[config.mk]
export PLATFORM = sky130hd
export DESIGN_NAME = uart_tx_top
export DESIGN_NICKNAME = d
export VERILOG_FILES = /design/src/rtl/uart_tx_top.sv
export SDC_FILE = /design/constraint.sdc
export NUM_CORES = 1
export LEC_CHECK = 0
export CORE_ASPECT_RATIO = 1.5
export CORE_MARGIN = 2
export CORE_UTILIZATION = 40
export CTS_CLUSTER_DIAMETER = 150
export CTS_CLUSTER_SIZE = 8
export DETAILED_ROUTE_END_ITERATION = 16
export PLACE_DENSITY_LB_ADDON = 0.08
export SKIP_CTS_REPAIR_TIMING = 1
export SLEW_MARGIN = 20
export SYNTH_ARGS = -nofsm -noshare
export SYNTH_HDL_FRONTEND = slang
export SYNTH_SLANG_ARGS = --single-unit
[constraint.sdc]
create_clock -name CLK100MHZ -period 4.2 [get_ports CLK100MHZ]
set_input_delay 0.63 -clock CLK100MHZ [delete_from_list [all_inputs] [get_ports CLK100MHZ]]
set_output_delay 0.63 -clock CLK100MHZ [all_outputs]
set_load 0.005 [all_outputs]
[src/rtl/uart_tx_top.sv]
// ---------------------------------------------------------------------------
// uart_tx_top
//
// Board-level UART transmitter. The centre push-button is synchronised and
// debounced. Each debounced press sends the 8-bit switch value as one serial
// frame: start bit, 8 data bits LSB first, parity bit, stop bit(s).
//
// Ports
//   CLK100MHZ     in   1  system clock, all flops on the rising edge
//   CPU_RESET     in   1  asynchronous, active-high reset
//   SW            in   8  character to send
//   BTNC          in   1  raw, bouncy, asynchronous push-button
//   LED           out  8  combinational mirror of SW
//   UART_RXD_OUT  out  1  serial TX line, idles high, driven from a flop
//   LED16_B       out  1  transmitter busy, driven from a flop
//
// Parameters
//   CLK_FREQUENCY     input clock in Hz
//   BAUD_RATE         bit rate; BAUD_CLOCKS = CLK_FREQUENCY / BAUD_RATE
//   PARITY            1 = odd parity, 0 = even parity
//   DEBOUNCE_TIME_US  button stable time in microseconds
//
// Build option
//   TX_TWO_STOP_EN    when defined, the frame ends with two stop bits
//                     (12 bit times). Busy stays high through both.
//                     When undefined, a single stop bit (11 bit times).
// ---------------------------------------------------------------------------
module uart_tx_top #(
  parameter int unsigned CLK_FREQUENCY    = 100_000_000,
  parameter int unsigned BAUD_RATE        = 19_200,
  parameter logic        PARITY           = 1'b1,
  parameter int unsigned DEBOUNCE_TIME_US = 10_000
) (
  input  logic       CLK100MHZ,
  input  logic       CPU_RESET,
  input  logic [7:0] SW,
  input  logic       BTNC,
  output logic [7:0] LED,
  output logic       UART_RXD_OUT,
  output logic       LED16_B
);

  // -------------------------------------------------------------------------
  // Derived constants
  // -------------------------------------------------------------------------
  localparam int unsigned BAUD_CLOCKS     = CLK_FREQUENCY / BAUD_RATE;
  localparam int unsigned BAUD_W          = (BAUD_CLOCKS > 1) ? $clog2(BAUD_CLOCKS) : 1;
  localparam int unsigned DEBOUNCE_CLOCKS = (CLK_FREQUENCY / 1_000_000) * DEBOUNCE_TIME_US;
  localparam int unsigned DB_W            = $clog2(DEBOUNCE_CLOCKS + 1);

  localparam logic [BAUD_W-1:0] BAUD_LAST = BAUD_W'(BAUD_CLOCKS - 1);
  localparam logic [BAUD_W-1:0] BAUD_ZERO = {BAUD_W{1'b0}};
  localparam logic [BAUD_W-1:0] BAUD_ONE  = BAUD_W'(1);
  localparam logic [DB_W-1:0]   DB_LAST   = DB_W'(DEBOUNCE_CLOCKS - 1);
  localparam logic [DB_W-1:0]   DB_ZERO   = {DB_W{1'b0}};
  localparam logic [DB_W-1:0]   DB_ONE    = DB_W'(1);

  // Index of the last stop bit; the bit counter is reused to count stop bits.
`ifdef TX_TWO_STOP_EN
  localparam logic [2:0] STOP_LAST = 3'd1;
`else
  localparam logic [2:0] STOP_LAST = 3'd0;
`endif

  // Transmitter states
  localparam logic [2:0] S_IDLE   = 3'd0;
  localparam logic [2:0] S_START  = 3'd1;
  localparam logic [2:0] S_DATA   = 3'd2;
  localparam logic [2:0] S_PARITY = 3'd3;
  localparam logic [2:0] S_STOP   = 3'd4;

  // Parity bit for a data byte: with PARITY=1 the ones in data+parity are odd.
  function automatic logic tx_parity(input logic [7:0] d);
    return (^d) ^ PARITY;
  endfunction

  // -------------------------------------------------------------------------
  // Declarations
  // -------------------------------------------------------------------------
  logic            sync1_r;
  logic            sync2_r;
  logic            db_r;
  logic            db_prev_r;
  logic [DB_W-1:0] db_cnt_r;
  logic            send_s;

  logic [2:0]        state_r;
  logic [2:0]        state_nxt_s;
  logic [BAUD_W-1:0] baud_cnt_r;
  logic [BAUD_W-1:0] baud_cnt_nxt_s;
  logic [2:0]        bit_cnt_r;
  logic [2:0]        bit_cnt_nxt_s;
  logic [7:0]        data_r;
  logic [7:0]        data_nxt_s;
  logic              baud_tick_s;
  logic              line_r;
  logic              line_nxt_s;
  logic              busy_r;

  // -------------------------------------------------------------------------
  // Switch mirror
  // -------------------------------------------------------------------------
  assign LED = SW;

  // -------------------------------------------------------------------------
  // Button path
  // -------------------------------------------------------------------------

  // Two-flop synchronizer for the asynchronous button.
  always_ff @(posedge CLK100MHZ or posedge CPU_RESET) begin
    if (CPU_RESET) begin
      sync1_r <= 1'b0;
      sync2_r <= 1'b0;
    end else begin
      sync1_r <= BTNC;
      sync2_r <= sync1_r;
    end
  end

  // Debouncer: the output follows the input only after the input has disagreed
  // with it for DEBOUNCE_CLOCKS consecutive cycles; any agreement restarts the count.
  always_ff @(posedge CLK100MHZ or posedge CPU_RESET) begin
    if (CPU_RESET) begin
      db_r     <= 1'b0;
      db_cnt_r <= DB_ZERO;
    end else if (sync2_r != db_r) begin
      if (db_cnt_r == DB_LAST) begin
        db_r     <= sync2_r;
        db_cnt_r <= DB_ZERO;
      end else begin
        db_cnt_r <= db_cnt_r + DB_ONE;
      end
    end else begin
      db_cnt_r <= DB_ZERO;
    end
  end

  // Previous debounced level, for rising-edge detection.
  always_ff @(posedge CLK100MHZ or posedge CPU_RESET) begin
    if (CPU_RESET) begin
      db_prev_r <= 1'b0;
    end else begin
      db_prev_r <= db_r;
    end
  end

  // One-cycle send request on each debounced press; holding does not repeat it.
  assign send_s = db_r & ~db_prev_r;

  // -------------------------------------------------------------------------
  // Transmitter
  // -------------------------------------------------------------------------
  assign baud_tick_s = (baud_cnt_r == BAUD_LAST);

  // Next-state, baud counter, bit counter and data latch.
  always_comb begin
    state_nxt_s    = state_r;
    baud_cnt_nxt_s = baud_cnt_r;
    bit_cnt_nxt_s  = bit_cnt_r;
    data_nxt_s     = data_r;

    // The baud counter runs in every active state and wraps at BAUD_CLOCKS-1.
    if (state_r == S_IDLE) begin
      baud_cnt_nxt_s = BAUD_ZERO;
    end else if (baud_tick_s) begin
      baud_cnt_nxt_s = BAUD_ZERO;
    end else begin
      baud_cnt_nxt_s = baud_cnt_r + BAUD_ONE;
    end

    case (state_r)
      S_IDLE: begin
        // A send request while busy never reaches here, so it is dropped.
        if (send_s) begin
          data_nxt_s    = SW;
          bit_cnt_nxt_s = 3'd0;
          state_nxt_s   = S_START;
        end else begin
          bit_cnt_nxt_s = 3'd0;
        end
      end
      S_START: begin
        if (baud_tick_s) begin
          state_nxt_s = S_DATA;
        end else begin
          state_nxt_s = S_START;
        end
      end
      S_DATA: begin
        if (baud_tick_s) begin
          // After bit 7 the counter wraps to 0, ready for counting stop bits.
          bit_cnt_nxt_s = bit_cnt_r + 3'd1;
          if (bit_cnt_r == 3'd7) begin
            state_nxt_s = S_PARITY;
          end else begin
            state_nxt_s = S_DATA;
          end
        end else begin
          state_nxt_s = S_DATA;
        end
      end
      S_PARITY: begin
        if (baud_tick_s) begin
          bit_cnt_nxt_s = 3'd0;
          state_nxt_s   = S_STOP;
        end else begin
          state_nxt_s = S_PARITY;
        end
      end
      S_STOP: begin
        if (baud_tick_s) begin
          if (bit_cnt_r == STOP_LAST) begin
            bit_cnt_nxt_s = 3'd0;
            state_nxt_s   = S_IDLE;
          end else begin
            bit_cnt_nxt_s = bit_cnt_r + 3'd1;
            state_nxt_s   = S_STOP;
          end
        end else begin
          state_nxt_s = S_STOP;
        end
      end
      default: begin
        // Unreachable encodings recover to IDLE.
        state_nxt_s    = S_IDLE;
        baud_cnt_nxt_s = BAUD_ZERO;
        bit_cnt_nxt_s  = 3'd0;
      end
    endcase
  end

  // Line level for the current state; registered below so the pin is glitch-free.
  always_comb begin
    line_nxt_s = 1'b1;
    case (state_r)
      S_IDLE:   line_nxt_s = 1'b1;
      S_START:  line_nxt_s = 1'b0;
      S_DATA:   line_nxt_s = data_r[bit_cnt_r];
      S_PARITY: line_nxt_s = tx_parity(data_r);
      S_STOP:   line_nxt_s = 1'b1;
      default:  line_nxt_s = 1'b1;
    endcase
  end

  // Transmitter state registers.
  always_ff @(posedge CLK100MHZ or posedge CPU_RESET) begin
    if (CPU_RESET) begin
      state_r    <= S_IDLE;
      baud_cnt_r <= BAUD_ZERO;
      bit_cnt_r  <= 3'd0;
      data_r     <= 8'h00;
    end else begin
      state_r    <= state_nxt_s;
      baud_cnt_r <= baud_cnt_nxt_s;
      bit_cnt_r  <= bit_cnt_nxt_s;
      data_r     <= data_nxt_s;
    end
  end

  // Output flops: line and busy follow the state one cycle later; reset
  // forces the line high and busy low immediately, aborting any frame.
  always_ff @(posedge CLK100MHZ or posedge CPU_RESET) begin
    if (CPU_RESET) begin
      line_r <= 1'b1;
      busy_r <= 1'b0;
    end else begin
      line_r <= line_nxt_s;
      busy_r <= (state_r != S_IDLE);
    end
  end

  assign UART_RXD_OUT = line_r;
  assign LED16_B      = busy_r;

endmodule

==> flow_metrics.tcl <==
set metrics [dict create \
    crit_slowest_cell "or4b_2" \
    clock_latency_ns 0.30 \
    grt_usage_pct 15.18 \
    power_density_nw_per_um2 304.8 \
    rsz0062_at_grt "false" \
    grt_util_met1_pct 20.09 \
    gp_congestion 0.8235 \
    synth_edf_count 0 \
    syn_inst 266 \
    max_cap_viol_count 0 \
    busiest_layer "met2" \
    first_global_vias 1965 \
    area_delta_synth_final_pct 12.22 \
    cp.arrival_ns 2.54 \
    vias 1866 \
    rows 36 \
    critical-path-max-stage-delay_ns 0.70 \
    grt_start_max_net_pins 35 \
    path_max_fanout 13 \
    cp_cell_sequence "nand3_1, or4b_2, o31ai_2, buf_4, nor2_1" \
    critPathKind "reg -> reg" \
    grt-ovfl-total 0 \
    cp.required_ns 4.39 \
    antenna_cells 0 \
    ant_nets 0 \
    fmax_ghz 0.4242 \
    initial_core_util_pct 41.38 \
    io_buffers 20 \
    synthFlopType "dfrtp_1" \
    cts_made_buffers 5 \
    avgSynthCellArea_sq_um 10.16 \
    antenna_found_initial 0 \
    drc_errors 0 \
    clock-root-buffer "clkbuf_8" \
    drt_first_pass_iters 4 \
    via_per_inst 5.242 \
    drtIter0Drc 83 \
    worstSetupStartpointType "register" \
    clk_path_buf_depth 2 \
    htreeDepth 2 \
    worst_clock_skew_ns 0.008347 \
    syn_nets 282 \
    met2_usage_pct 25.50 \
    worst_pin_slew_ns 0.7321 \
    die_area_sq_um 7444 \
    yosysSeqAreaShare_pct 49.12 \
    syn_area_sq_um 2703 \
    grt_pass1_wl_mm 9.239 \
    die_w_um 71.12 \
    clkTransAtPathRegs_ns 0.10 \
    async_flop_share_pct 100.0 \
    use_met3_pct 2.314 \
    synth_cell_type_count 41 \
    cts_tree "done" \
    tns_ns 0 \
    nets 295 \
    yosysWarnings 0 \
    fill_cells 606 \
    pin_count 21 \
    hold_class "reg -> reg" \
    total_power_uw 924.5 \
    setup.worst_path.end_class "register" \
    hold_viol 0 \
    core-area_sq_um 6531 \
    dieHeight_um 104.7 \
    fin_util_pct 46.44 \
    fin_ws_ns 1.843 \
    relSlewSlack_pct 51.12 \
    period_share_pct 56.13 \
    post-dp-hpwl_mm 3.571 \
    cts_sinks 53 \
    finalCriticalPeriod_ns 2.357 \
    drv_slew 0 \
    ys_ff_latch 53 \
    outcome "finished, final reports clean" \
    p_leak_uw 0.001183 \
    ir_drop_uv 150.0 \
    drive_above_1_share_pct 10.36 \
    wire_per_inst_um 13.79 \
    finalSetupViolations 0 \
    wl_mm 4.909 \
    pre_cts_ws_ns 1.846 \
]
[final cells by class]
type                       instances  area (sq um)  area share [%]
sequential                        53          1328           43.77
multi-input combinational        186          1242           40.97
timing repair buffer              22         215.2           7.096
tap                               76         95.09           3.135
clock buffer                       6         72.57           2.393
inverter                          11         41.29           1.361
clock inverter                     2         38.79           1.279
[cell usage in the layout, fill, tap and decap left out, types with 3 or more instances in the layout]
master / n
mux2i_1: 5
nor4_1: 8
or3_1: 5
nand3_1: 20
and3_1: 3
a21oi_1: 7
dfrtp_1: 52
nand2_1: 14
clkbuf_8: 5
xnor2_1: 24
xor2_1: 8
ha_1: 5
inv_1: 10
or4_1: 3
mux2_2: 9
o21ai_0: 7
nor3_1: 6
o31ai_1: 3
clkdlybuf4s50_1: 20
nor2_1: 34
nand4_1: 3
[critical path: cells and delay by family, from the launching register on]
family | cells | cell delay (ns)
and+or+nand+nor | 3 | 0.91
AOI/OAI and AO/OA | 1 | 0.61
DFF | 1 | 0.41
buffers and inverters | 1 | 0.31
[power by group]
| part | internal (uW) | switching (uW) |
|---|---|---|
| Sequential | 517 | 6.64 |
| Clock | 179 | 165 |
| Combinational | 29.7 | 26.4 |
[cells in the mapped netlist (2+ instances only)]
| cell type | count | area [sq um] |
|---|---|---|
| nor4_1 | 8 | 50.05 |
| or3_1 | 5 | 31.28 |
| nand2_1 | 14 | 52.55 |
| clkbuf_1 | 3 | 11.26 |
| o21ai_0 | 7 | 35.03 |
| mux2_2 | 9 | 101.4 |
| or4_1 | 3 | 22.52 |
| dfrtp_1 | 52 | 1301 |
| a21oi_1 | 7 | 35.03 |
| and3_1 | 3 | 18.77 |
| buf_2 | 5 | 25.02 |
| xor2_1 | 8 | 70.07 |
| xnor2_1 | 24 | 210.2 |
| mux2i_1 | 5 | 50.05 |
| nand2b_1 | 2 | 12.51 |
| ha_1 | 5 | 62.56 |
| nor2_1 | 34 | 127.6 |
| nor4bb_1 | 2 | 20.02 |
| nor2b_1 | 2 | 12.51 |
| nor3_1 | 6 | 30.03 |
| nand3_1 | 20 | 100.1 |
| buf_4 | 8 | 60.06 |
| inv_1 | 11 | 41.29 |
| nand4_1 | 3 | 18.77 |
| o31ai_1 | 4 | 30.03 |
[path summary, 6_finish.rpt]
check | slack [ns] | endpoint | cells past startpoint | startpoint
max in group asynchronous | 2.64 | UART_RXD_OUT$_DFF_PP1_ | 3 | CPU_RESET
hold reg to reg | 0.37 | sync2_r$_DFF_PP0_ | 0 | sync1_r$_DFF_PP0_
min in group asynchronous | 0.77 | db_cnt_r[2]$_DFF_PP0_ | 2 | CPU_RESET
hold / removal | 0.37 | sync2_r$_DFF_PP0_ | 0 | sync1_r$_DFF_PP0_
setup / recovery | 1.84 | db_cnt_r[8]$_DFF_PP0_ | 5 | db_cnt_r[16]$_DFF_PP0_
setup reg to reg | 1.84 | db_cnt_r[8]$_DFF_PP0_ | 5 | db_cnt_r[16]$_DFF_PP0_
[registers in the layout (all words and copies together), names as in the netlist]
signal and flops:
LED16_B 1, UART_RXD_OUT 1, baud_cnt_r 13, bit_cnt_r 3
data_r 8, db_cnt_r 20, db_prev_r 1, db_r 1
state_r 3, sync1_r 1, sync2_r 1
[through the flow]
stage / hold WS, ns / area, sq um / cells
after floorplan: 0.3312 / 2703 / 266
after global placement: 0.3382 / 2922 / 348
after detailed placement: 0.3464 / 2922 / 348
after CTS: 0.3699 / 3033 / 356
after global routing: 0.3802 / 3033 / 356
final: 0.3689 / 3033 / 356
[cells by family (layout without fill, tap and decap cells)]
family | count (synthesis) | count (layout) | synth area share [%]
DFF | 53 | 53 | 49.12
AOI/OAI and AO/OA | 22 | 22 | 4.908
and+or+nand+nor | 112 | 112 | 21.76
muxes | 15 | 15 | 6.435
buffers and inverters | 27 | 41 | 5.093
adders and majority gates | 5 | 5 | 2.315
xor gates and xnor gates | 32 | 32 | 10.37
[per-layer routing]
metal	wire length [um]	vias up	part of all wire [%]
li1	-	940	-
met1	2196	915	45
met2	2608	7	53
met3	55	4	1.1
met4	48	0	0.98
met5	0	-	0
Power figures use the tool's default switching activity.
